[src/rtl/i2c_slave_rx_frontend.sv]
// I2C slave receive front end: assembles bytes from the byte reader, decodes the
// address, requests ACKs and hands data bytes to the consumer over valid/ready.
module i2c_slave_rx_frontend #(
   parameter logic [6:0] SLAVE_ADDR = 7'h50
) (
   input  logic       clk,
   input  logic       rst_n,
   input  logic       start_det,
   input  logic       stop_det,
   input  logic       bit_data,
   input  logic       bit_load,
   input  logic       byte_finish,
   input  logic       byte_error,
   output logic       rd_go,
   output logic       addr_match,
   output logic       rw,
   output logic       ack_req,
   output logic [7:0] rx_data,
   output logic       rx_valid,
   input  logic       rx_ready,
   output logic       overflow,
   output logic       busy
);

   typedef enum logic [2:0] {
      IDLE, ADDR, ADDR_CHK, DATA, DATA_DONE, WAIT_STOP
   } state_t;

   state_t     state, nxt;
   logic [7:0] sh, sh_d, rx_data_d;
   logic [3:0] bit_cnt, cnt_d;
   logic       match_d, rw_d, ack_d, rxv_d, ovf_d;
   logic       collecting, hit;

   assign collecting = (state == ADDR) || (state == DATA);
   assign hit        = (sh[7:1] == SLAVE_ADDR);

   always_ff @(posedge clk or negedge rst_n) begin
      if (!rst_n) state <= IDLE;
      else        state <= nxt;
   end

   always_comb begin
      nxt = state;
      if (start_det)     nxt = ADDR;
      else if (stop_det) nxt = IDLE;
      else begin
         case (state)
            ADDR: begin
               if (byte_error)       nxt = IDLE;
               else if (byte_finish) nxt = (bit_cnt == 4'd8) ? ADDR_CHK : WAIT_STOP;
            end
            ADDR_CHK:  nxt = (hit && !sh[0]) ? DATA : WAIT_STOP;
            DATA: begin
               if (byte_error)       nxt = IDLE;
               else if (byte_finish) nxt = DATA_DONE;
            end
            DATA_DONE: nxt = DATA;
            default:   nxt = state;
         endcase
      end
   end

   // Next values for the registered outputs; START/STOP override the check cycles.
   always_comb begin
      ack_d     = 1'b0;
      match_d   = addr_match;
      rw_d      = rw;
      rxv_d     = rx_valid && !rx_ready;
      rx_data_d = rx_data;
      ovf_d     = overflow;
      sh_d      = sh;
      cnt_d     = bit_cnt;
      if (start_det) begin
         match_d = 1'b0;
         ovf_d   = 1'b0;
         cnt_d   = 4'd0;
      end else if (stop_det) begin
         match_d = 1'b0;
      end else begin
         case (state)
            ADDR_CHK: begin
               match_d = hit;
               if (hit) begin
                  rw_d  = sh[0];
                  ack_d = 1'b1;
               end
            end
            DATA_DONE: begin
               if (!rx_valid || rx_ready) begin
                  rx_data_d = sh;
                  rxv_d     = 1'b1;
                  ack_d     = 1'b1;
               end else begin
                  ovf_d = 1'b1;
               end
            end
            default: ;
         endcase
         if (collecting && bit_load) begin
            sh_d  = {sh[6:0], bit_data};
            cnt_d = (bit_cnt == 4'd8) ? bit_cnt : bit_cnt + 4'd1;
         end
         if ((nxt == ADDR || nxt == DATA) && nxt != state) cnt_d = 4'd0;
      end
   end

   always_ff @(posedge clk or negedge rst_n) begin
      if (!rst_n) begin
         addr_match <= 1'b0;
         rw         <= 1'b0;
         ack_req    <= 1'b0;
         rx_data    <= 8'h00;
         rx_valid   <= 1'b0;
         overflow   <= 1'b0;
         sh         <= 8'h00;
         bit_cnt    <= 4'd0;
      end else begin
         addr_match <= match_d;
         rw         <= rw_d;
         ack_req    <= ack_d;
         rx_data    <= rx_data_d;
         rx_valid   <= rxv_d;
         overflow   <= ovf_d;
         sh         <= sh_d;
         bit_cnt    <= cnt_d;
      end
   end

   // Decoded straight from the state register, so still free of input paths.
   assign rd_go = collecting;
   assign busy  = (state != IDLE);

endmodule

[config.mk]
export PLATFORM = sky130hd
export DESIGN_NAME = i2c_slave_rx_frontend
export DESIGN_NICKNAME = d
export VERILOG_FILES = /design/src/rtl/i2c_slave_rx_frontend.sv
export SDC_FILE = /design/constraint.sdc
export NUM_CORES = 1
export LEC_CHECK = 0
export ABC_AREA = 1
export CAP_MARGIN = 25
export CELL_PAD_IN_SITES_DETAIL_PLACEMENT = 1
export CELL_PAD_IN_SITES_GLOBAL_PLACEMENT = 2
export CORE_ASPECT_RATIO = 1.4
export CORE_MARGIN = 4
export CORE_UTILIZATION = 31
export CTS_BUF_LIST = sky130_fd_sc_hd__clkbuf_2
export CTS_CLUSTER_SIZE = 16
export DETAILED_ROUTE_END_ITERATION = 8
export PLACE_DENSITY = 0.84
export SLEW_MARGIN = 15
export SYNTH_ARGS = -nofsm -noshare
export SYNTH_HDL_FRONTEND = slang
export SYNTH_SLANG_ARGS = --single-unit
[constraint.sdc]
create_clock -name clk -period 2 [get_ports clk]
set_input_delay 0.4 -clock clk [delete_from_list [all_inputs] [get_ports clk]]
set_output_delay 0.4 -clock clk [all_outputs]
set_load 0.01 [all_outputs]
==> flow_summary.toml <==
[outcome]
run_status = "finished clean"

[clock_tree]
cts_root_buffer = "sky130_fd_sc_hd__clkbuf_2"
cts_hold_repair.buffers = 0
clk_path_buf_depth = 2
cts_tree = "yes"
htree_levels = 1
cts_num_sinks = 28
clkLatencyLatePin_ps = 370
cts-buffers-inserted = 3
clkSlewWorstSetupHoldPaths_ps = 270

[sta]
number_of_failing_setup_endpoints_in_the_final_timing_report = 0
worst-slew-pin-transition_ps = 361
max_freq_ghz = 0.515
maxSlewHeadroom = 0.759
hold_viol_final = 0
finClkSkew_ps = 22.1
period_share = 0.970
timing_max_transition_violations_final = 0
layout_min_cycle_time_ps = 1940
setup_ws_ps = 60.1

[global_route]
grt_start_max_net_pins = 29
initial_antenna_violation_count = 0
grt_util_all_layers = 0.143
grt_overflow = 0
number_of_global_route_vias_before_repair = 1389
grt_pass1_wl_um = 6320

[layout]
syn2layout_area_growth_pct = 34.5
insertedDiodeCount = 0
layoutNonFillerInstCount = 275
final_core_util = 0.439
fraction_of_layout_cells_with_a_size_suffix_above_1 = 0.219
finalInstanceArea_um2 = 1870
design.final.nets = 227

[floorplanning]
pin_count = 24
dieArea_um2 = 5650
initial_utilization = 0.326
core-area_um2 = 4270
std_cell_rows = 28
die_x_um = 64.7
die-height_um = 87.3

[worst_setup_path]
startpoint_type = "flip-flop"
worstPathMaxFanout = 3
worst-endpoint-arrival_ps = 1540
critical_path_class = "reg2out"
critPathCaptureType = "primary output"
endpoint_required_time_on_the_critical_path_ps = 1600

[pwr]
total_leakage_power_nw = 0.955
clkPwrFrac = 0.245
p_per_area_nw_per_um2 = 740
vdd_ir_drop_max_mv = 0.392
p_sw_mw = 0.410
internal_power_mw = 0.976
swShare = 0.296
power.combinational.fraction = 0.258
part_of_the_total_power_dissipated_in_sequential_elements = 0.497

[placement]
place_area_um2 = 1720
placed_instances = 259
place_hpwl_um = 2740
numPortBuffers = 23
placement.setup.worst_slack_ps = 40.6
finalWeightedCongestion = 0.841

[drt]
wl_met1_um = 1390
routedWlPerCell_um = 13.3
met2_wirelength_um = 2030
firstDrtPassIters = 4
drt_wl_total_um = 3660
dr.max_layer_used = "met4"
detail_route.drc_violations = 0
avgViaCountPerCell = 4.53
via_count = 1246
initial_drc_count = 37
ant_nets = 0
detailroute.wirelength.met3_um = 110

[logic_synthesis]
synth.avg_cell_area_um2 = 8.01
synthesis.nets = 185
synth_seq_area_share = 0.503
post_synth_inst_count = 174
synth-seq-cells = 28
yosys.cell_types.count = 21
yosysWarnings = 0
post_synth_instance_area_um2 = 1390

[run]
drv.max_cap_violation_count = 0

[hold_path]
worst_hold_path_type = "in2async"
path summary, 6_finish.rpt:
| check | startpoint | end | slack [ps] | cells past startpoint |
|---|---|---|---|---|
| max | state[0]$_DFF_PN0_ | busy | 60 | 6 |
| min | rst_n | sh[2]$_DFFE_PN0P_ | 350 | 2 |
| max reg2reg | state[2]$_DFF_PN0_ | bit_cnt[1]$_DFFE_PN0P_ | 190 | 16 |
| min reg2reg | rx_data[1]$_DFFE_PN0P_ | rx_data[1]$_DFFE_PN0P_ | 530 | 2 |
| max in group asynchronous | rst_n | sh[5]$_DFFE_PN0P_ | 1370 | 2 |
| min in group clk | rx_data[1]$_DFFE_PN0P_ | rx_data[1]$_DFFE_PN0P_ | 530 | 2 |
critical path, stage by stage (launching register included):
cell and delay (ps):
sky130_fd_sc_hd__dfrtp_1 460, sky130_fd_sc_hd__buf_4 150, sky130_fd_sc_hd__nand2_2 120, sky130_fd_sc_hd__nand3_4 110, sky130_fd_sc_hd__nor2_4 150, sky130_fd_sc_hd__inv_1 50
sky130_fd_sc_hd__buf_2 130
per-stage QoR:
stage | TNS (ps) | hold WS, ps | power [mW]
finish | 0 | 353 | 1.39
global route | -32.2 | 325 | 1.49
CTS | -77.2 | 337 | 1.40
detailed placement | 0 | 481 | 1.03
global placement | 0 | 468 | 1.02
floorplan | 0 | 104 | 0.876
cells in the mapped netlist:
master / n / area, µm²
sky130_fd_sc_hd__nor2_4: 1 / 11.3
sky130_fd_sc_hd__ha_1: 2 / 25.0
sky130_fd_sc_hd__o21ai_1: 12 / 60.1
sky130_fd_sc_hd__inv_2: 6 / 22.5
sky130_fd_sc_hd__mux2_2: 1 / 11.3
sky130_fd_sc_hd__inv_1: 21 / 78.8
sky130_fd_sc_hd__o211ai_1: 1 / 7.51
sky130_fd_sc_hd__nor2_1: 14 / 52.6
sky130_fd_sc_hd__o21ai_2: 1 / 8.76
sky130_fd_sc_hd__nand2_2: 8 / 50.1
sky130_fd_sc_hd__nand3_2: 3 / 30.0
sky130_fd_sc_hd__a22o_1: 1 / 8.76
sky130_fd_sc_hd__a21oi_1: 3 / 15.0
sky130_fd_sc_hd__xor2_1: 2 / 17.5
sky130_fd_sc_hd__dfrtp_1: 28 / 701
sky130_fd_sc_hd__nand2_1: 52 / 195
sky130_fd_sc_hd__nand2_4: 1 / 11.3
sky130_fd_sc_hd__buf_2: 2 / 10.0
sky130_fd_sc_hd__nor2_2: 2 / 12.5
sky130_fd_sc_hd__nand3_1: 9 / 45.0
sky130_fd_sc_hd__o21ai_0: 4 / 20.0
power by group through the flow:
stage                     logic [mW]  clock network, mW  registers (mW)
final                          0.358              0.340           0.689
after global placement         0.315                  0           0.701
after floorplan                0.170                  0           0.707
after global routing           0.405              0.380           0.703
after CTS                      0.350              0.357           0.691
after detailed placement       0.322                  0           0.705
layout by cell type, fill, tap and decap left out, types with 2 or more instances in the layout:
cell,synthesis,final
sky130_fd_sc_hd__nand3_4,0,2
sky130_fd_sc_hd__nand2_2,8,8
sky130_fd_sc_hd__nor2_2,2,3
sky130_fd_sc_hd__dfrtp_1,28,27
sky130_fd_sc_hd__o21ai_0,4,4
sky130_fd_sc_hd__nor2_4,1,2
sky130_fd_sc_hd__nor2_1,14,12
sky130_fd_sc_hd__ha_1,2,2
sky130_fd_sc_hd__o21ai_1,12,12
sky130_fd_sc_hd__inv_2,6,6
sky130_fd_sc_hd__buf_4,0,16
sky130_fd_sc_hd__clkbuf_2,0,3
sky130_fd_sc_hd__a21oi_1,3,3
sky130_fd_sc_hd__nand2_1,52,52
sky130_fd_sc_hd__inv_1,21,21
sky130_fd_sc_hd__clkdlybuf4s50_1,0,21
sky130_fd_sc_hd__xor2_1,2,2
sky130_fd_sc_hd__nand3_1,9,9
flip-flops by register name, indices dropped and copies added (netlist names):
register / count
sh: 8
ack_req: 1
overflow: 1
rx_data: 8
addr_match: 1
bit_cnt: 4
rw: 1
state: 3
rx_valid: 1
layer usage:
metal,vias to the layer above,track usage
li1,617,-
met4,0,0.0769
met5,-,0
met2,25,0.274
met3,12,0.0194
met1,592,0.148
logic make-up (layout without fill, tap and decap cells):
kind of cell,after synthesis,after routing,share of synthesized area
flip-flops,28,28,0.503
XOR/XNOR,2,2,0.0126
multiplexers,1,1,0.00808
AND/OR/NAND/NOR,90,90,0.293
adder cells (fa/ha/maj),2,2,0.0180
buffers and inverters,29,70,0.0799
AO/OA/AOI/OAI,22,22,0.0862
layout make-up:
type                       instances  area (µm²)
clock buffer                       3        15.0
fill                             539        2400
clock inverter                     1        30.0
tap                               60        75.1
inverter                          27         101
sequential                        28         702
multi-input combinational        117         607
timing repair buffer              39         344
what timing repair did:
action,CTS,global route
setup endpoints to repair,2,1
setup buffers,7,5
gates resized for setup,8,3
pin swaps,1,3
No activity file was read; power rests on OpenSTA's default activity.
